[config.mk]
export PLATFORM = sky130hd
export DESIGN_NAME = grf_wb_ctrl
export DESIGN_NICKNAME = d
export VERILOG_FILES = /design/src/rtl/grf_wb_ctrl.sv
export SDC_FILE = /design/constraint.sdc
export NUM_CORES = 1
export LEC_CHECK = 0
export ABC_AREA = 1
export CORE_ASPECT_RATIO = 1.25
export CORE_MARGIN = 2
export CORE_UTILIZATION = 58
export CTS_BUF_LIST = sky130_fd_sc_hd__clkbuf_8
export CTS_CLUSTER_DIAMETER = 80
export DETAILED_ROUTE_END_ITERATION = 16
export PLACE_DENSITY = 0.83
export SLEW_MARGIN = 0
export SYNTH_ARGS = -nofsm -noshare
export SYNTH_HDL_FRONTEND = slang
export SYNTH_SLANG_ARGS = --single-unit
[constraint.sdc]
create_clock -name i_clk -period 3 [get_ports i_clk]
set_clock_uncertainty 0.15 [all_clocks]
set_input_delay 0.3 -clock i_clk [delete_from_list [all_inputs] [get_ports i_clk]]
set_output_delay 0.3 -clock i_clk [all_outputs]
set_load 0.01 [all_outputs]
[src/rtl/grf_wb_ctrl.sv]
// Register-file write-port arbiter: ALU writebacks, buffered load
// writebacks and a pending-load scoreboard for read-hazard detection.
module grf_wb_ctrl (
  input  logic        i_clk,
  input  logic        i_rst_b,
  input  logic        i_clk_en,
  input  logic        i_alu_valid,
  input  logic [3:0]  i_alu_waddr,
  input  logic [31:0] i_alu_data,
  input  logic        i_mem_valid,
  input  logic [3:0]  i_mem_waddr,
  input  logic [3:0]  i_mem_wen,
  input  logic [31:0] i_mem_data,
  output logic        o_mem_ready,
  input  logic        i_iss_valid,
  input  logic [3:0]  i_iss_waddr,
  input  logic [3:0]  i_chk_raddr_0,
  input  logic [3:0]  i_chk_raddr_1,
  output logic        o_hazard_0,
  output logic        o_hazard_1,
  output logic [3:0]  o_rf_waddr,
  output logic [3:0]  o_rf_wen,
  output logic [31:0] o_rf_din,
  output logic        o_rf_cs_b
);

  typedef struct packed {
    logic [3:0]  waddr;
    logic [3:0]  wen;
    logic [31:0] data;
  } ld_t;

  ld_t         fifo_q [2];
  logic        rd_ptr;
  logic        wr_ptr;
  logic [1:0]  count;
  logic [15:0] pending;

  logic        mem_acc;
  logic        sel_fifo;
  logic        sel_byp;
  logic        sel_ld;
  logic        enq;
  logic        deq;
  ld_t         in_ld;
  ld_t         ld_sel;
  logic [15:0] clr_vec;
  logic [15:0] set_vec;
  logic [15:0] pend_nxt;
  logic [1:0]  count_nxt;

  assign o_mem_ready = (count != 2'd2);
  assign mem_acc     = i_mem_valid & o_mem_ready;

  assign in_ld = '{
    waddr: i_mem_waddr,
    wen:   i_mem_wen,
    data:  i_mem_data
  };

  // ALU always wins; the oldest load goes next, bypassing an empty FIFO.
  assign sel_fifo = !i_alu_valid && (count != 2'd0);
  assign sel_byp  = !i_alu_valid && (count == 2'd0) && mem_acc;
  assign sel_ld   = sel_fifo | sel_byp;
  assign deq      = sel_fifo;
  assign enq      = mem_acc & ~sel_byp;
  assign ld_sel   = sel_fifo ? fifo_q[rd_ptr] : in_ld;

  assign count_nxt = count + {1'b0, enq} - {1'b0, deq};

  always_comb begin
    clr_vec = '0;
    set_vec = '0;
    if (sel_ld)
      clr_vec = 16'd1 << ld_sel.waddr;
    if (i_iss_valid)
      set_vec = 16'd1 << i_iss_waddr;
  end

  // A new issue on the same edge outlives the clear of the old load.
  assign pend_nxt = (pending & ~clr_vec) | set_vec;

  always_ff @(posedge i_clk or negedge i_rst_b) begin
    if (!i_rst_b) begin
      fifo_q[0] <= '0;
      fifo_q[1] <= '0;
      rd_ptr    <= 1'b0;
      wr_ptr    <= 1'b0;
      count     <= 2'd0;
      pending   <= '0;
    end else if (i_clk_en) begin
      if (enq) begin
        fifo_q[wr_ptr] <= in_ld;
        wr_ptr         <= ~wr_ptr;
      end
      if (deq)
        rd_ptr <= ~rd_ptr;
      count   <= count_nxt;
      pending <= pend_nxt;
    end
  end

  always_ff @(posedge i_clk or negedge i_rst_b) begin
    if (!i_rst_b) begin
      o_rf_cs_b  <= 1'b1;
      o_rf_wen   <= 4'h0;
      o_rf_waddr <= 4'h0;
      o_rf_din   <= 32'h0;
    end else if (i_clk_en) begin
      unique case (1'b1)
        i_alu_valid: begin
          o_rf_cs_b  <= 1'b0;
          o_rf_wen   <= 4'hF;
          o_rf_waddr <= i_alu_waddr;
          o_rf_din   <= i_alu_data;
        end
        sel_ld: begin
          o_rf_cs_b  <= 1'b0;
          o_rf_wen   <= ld_sel.wen;
          o_rf_waddr <= ld_sel.waddr;
          o_rf_din   <= ld_sel.data;
        end
        default: begin
          o_rf_cs_b <= 1'b1;
          o_rf_wen  <= 4'h0;
        end
      endcase
    end
  end

  // The register file has no write-through, so an in-flight write is a hazard.
  assign o_hazard_0 = pending[i_chk_raddr_0] |
                      (!o_rf_cs_b && (o_rf_waddr == i_chk_raddr_0));
  assign o_hazard_1 = pending[i_chk_raddr_1] |
                      (!o_rf_cs_b && (o_rf_waddr == i_chk_raddr_1));

endmodule

==> flow_summary.json <==
{
  "drc": 0,
  "first_global_vias": 6340,
  "synth_xor_area_share_pct": 0.237,
  "vias": 6825,
  "synthMuxAreaShare_pct": 0,
  "synth_edf_count": 0,
  "clk_pin_slew_worst_paths_ns": 0.09,
  "synth_top_family_by_area": "simple AND/OR/NAND/NOR gates",
  "cts_root_buf": "clkbuf_8",
  "synth_top_cell_by_area": "dfrtp_1",
  "vdd_drop_max_mv": 0.607,
  "die_area_um2": 13700,
  "slowest_stage": "clkdlybuf4s50_1",
  "cp.arrival_ns": 2.14,
  "clockBufferDepth": 2,
  "rows": 46,
  "powerDensity_nw_per_um2": 865,
  "dp_cells": 1262,
  "drt_iter0_drc": 459,
  "dpl.hpwl_um": 12800,
  "crit_top_cell": "clkdlybuf4s50_1",
  "setup_viol": 0,
  "maxCapViolCount": 0,
  "critPathKind": "in -> out",
  "synthesis.nets": 1088,
  "synth.ff_latch_count": 141,
  "drive_gt1_share_pct": 7.63,
  "core_region_area_um2": 12500,
  "layout.nets": 1210,
  "netlist_area_um2": 7400,
  "slowest_delay_ns": 0.79,
  "synth.avg_cell_area_um2": 7.46,
  "postSynthCellCount": 992,
  "synthAdderAreaFrac_pct": 0.338,
  "crit_family": "buffers and inverters",
  "critical_path.startpoint_type": "input port",
  "min_path_type": "in -> async",
  "final.min_clock_period_ns": 2.59,
  "slew_violations": 0,
  "grt-ovfl-total": 0,
  "ctsResizeCount": 0,
  "finalHoldViolCount": 0,
  "crit_path_cell_trace": "clkdlybuf4s50_1 -> nor2_1 -> nor3_1 -> nand4_1 -> nand3_1 -> clkdlybuf4s50_1",
  "path_max_fanout": 17,
  "initial_core_util_pct": 59.0,
  "clock_sinks": 141,
  "rsz0062_at_grt": "no",
  "synthTopCellsByArea": "dfrtp_1 (47%), nand2_1 (22%), nand3_1 (5.8%)",
  "cts_buffers": 17,
  "grt_pass1_wl_um": 31100,
  "synth_top_area_share_pct": 47.3,
  "ys_seq_area_share_pct": 47.7,
  "antennaDiodeCount": 0,
  "antenna_found_initial": 0,
  "timing.final.crit_share_pct": 86.3,
  "synth-simple-area-share_pct": 31.8,
  "grt_max_degree": 78,
  "clk_latency_ns": 0.44,
  "maxSlewHeadroom_pct": 52.3,
  "die-width_um": 105,
  "layout_commonest_cell": "nand2_1",
  "yosysUniqueCellTypes": 33,
  "power_leakage_nw": 4.63,
  "critPathBufInv": 2,
  "wl_um": 18900,
  "cts_tree": "yes",
  "gp_congestion": 0.850,
  "ios": 138,
  "syn_to_final_growth_pct": 25.0,
  "htree_levels": 4,
  "die_h_um": 130,
  "wl_per_cell_um": 14.6,
  "tightest_slew_ns": 0.716,
  "synth_compound_area_share_pct": 11.6,
  "synthFlopType": "dfrtp_1",
  "tns_ns": 0,
  "fmax_mhz": 386,
  "fillerInstances": 1045,
  "synthArstFlopShare_pct": 100,
  "critPathRequiredTime_ns": 2.55,
  "status": "complete, no violations",
  "portBuffers": 137,
  "ant_nets": 0,
  "yosys_warnings": 0,
  "layout.cells.non_filler": 1295,
  "hold-worst-slack_ns": 0.267,
  "setup.worst_path.start": "i_chk_raddr_1[0]",
  "final_cell_mix": "nand2_1 (430), dfrtp_1 (140), clkdlybuf4s50_1 (136), nand3_1 (86), inv_1 (80)",
  "worst_setup_path_end_kind": "primary output",
  "grt_usage_pct": 28.7,
  "vias_per_cell": 5.27,
  "r2r_start": "count[1]$_DFFE_PN0P_",
  "drt-pass1-iter-count": 5
}
[synthesized netlist by cell type (3+ instances only)]
cell type,n
nor2_1,17
buf_2,29
o21ai_0,19
or2_2,4
o21ai_2,15
dfrtp_1,140
inv_2,5
buf_4,5
inv_1,77
a21oi_1,23
clkbuf_1,7
nand2_1,430
o211ai_1,16
nand3_1,86
o21ai_1,72
nor2_4,3
nor2_2,6
buf_6,9
nor3_1,10
[final timing paths]
kind	end	depth (start not counted)	slack, ns
worst min register to register	fifo_q[51]$_DFFE_PN0P_	2	0.33
worst max-delay path	o_hazard_1	6	0.41
worst max register to register	fifo_q[7]$_DFFE_PN0P_	8	0.92
max in group asynchronous	o_rf_wen[3]$_DFFE_PN0P_	3	1.68
min in group i_clk	fifo_q[30]$_DFFE_PN0P_	3	0.31
worst min-delay path	o_rf_din[10]$_DFFE_PN0P_	2	0.27
[layer usage]
layer	routed length [um]	global-route usage, %	vias up
li1	-	-	3401
met1	7850	36.7	3147
met2	9550	49.7	242
met3	1060	5.29	35
met4	469	9.57	0
met5	0	0	-
[sequential cells by signal, indices dropped and copies added, names as in the netlist]
register,cells
o_rf_din,32
o_rf_wen,4
fifo_q,80
wr_ptr,1
o_rf_cs_b,1
rd_ptr,1
pending,16
o_rf_waddr,4
count,2
[cell type report]
class / count / area, um2 / area share [%]
tap: 168 / 210 / 2.27
clock inverter: 15 / 175 / 1.89
clock buffer: 17 / 234 / 2.53
multi-input combinational: 719 / 3260 / 35.2
sequential: 141 / 3530 / 38.2
inverter: 82 / 308 / 3.33
timing repair buffer: 153 / 1530 / 16.6
[cells by family after synthesis]
group,Yosys count
AO/OA/AOI/OAI,149
XOR/XNOR,2
adder cells (fa/ha/maj),2
buffers and inverters,132
flip-flops,141
AND/OR/NAND/NOR,566
[stage by stage]
| step | setup slack (ns) | area [um2] | total power [W] | util, % |
|---|---|---|---|---|
| 2_1_floorplan | 0.994 | 7400 | 0.00533 | - |
| 3_3_place_gp | 0.437 | 8830 | 0.00635 | 70.4 |
| 3_5_place_dp | 0.414 | 8830 | 0.00645 | 70.4 |
| 4_1_cts | 0.409 | 9250 | 0.00803 | 73.7 |
| 5_1_grt | 0.253 | 9250 | 0.00864 | 73.7 |
| 6_report | 0.411 | 9250 | 0.00800 | 73.7 |
[report_power, final]
group	switching, W	leakage [nW]	internal [W]
combinational	0.00189	2.66	0.00136
sequential	0.000478	1.75	0.00271
clock	0.000746	0.214	0.000822
total	0.00311	4.63	0.00489
[repair_timing]
item                      4_1_cts  5_1_grt
hold buffers                    1        0
setup buffers                   0        0
hold endpoints to repair       74        0
(Power assumes the default switching activity.)
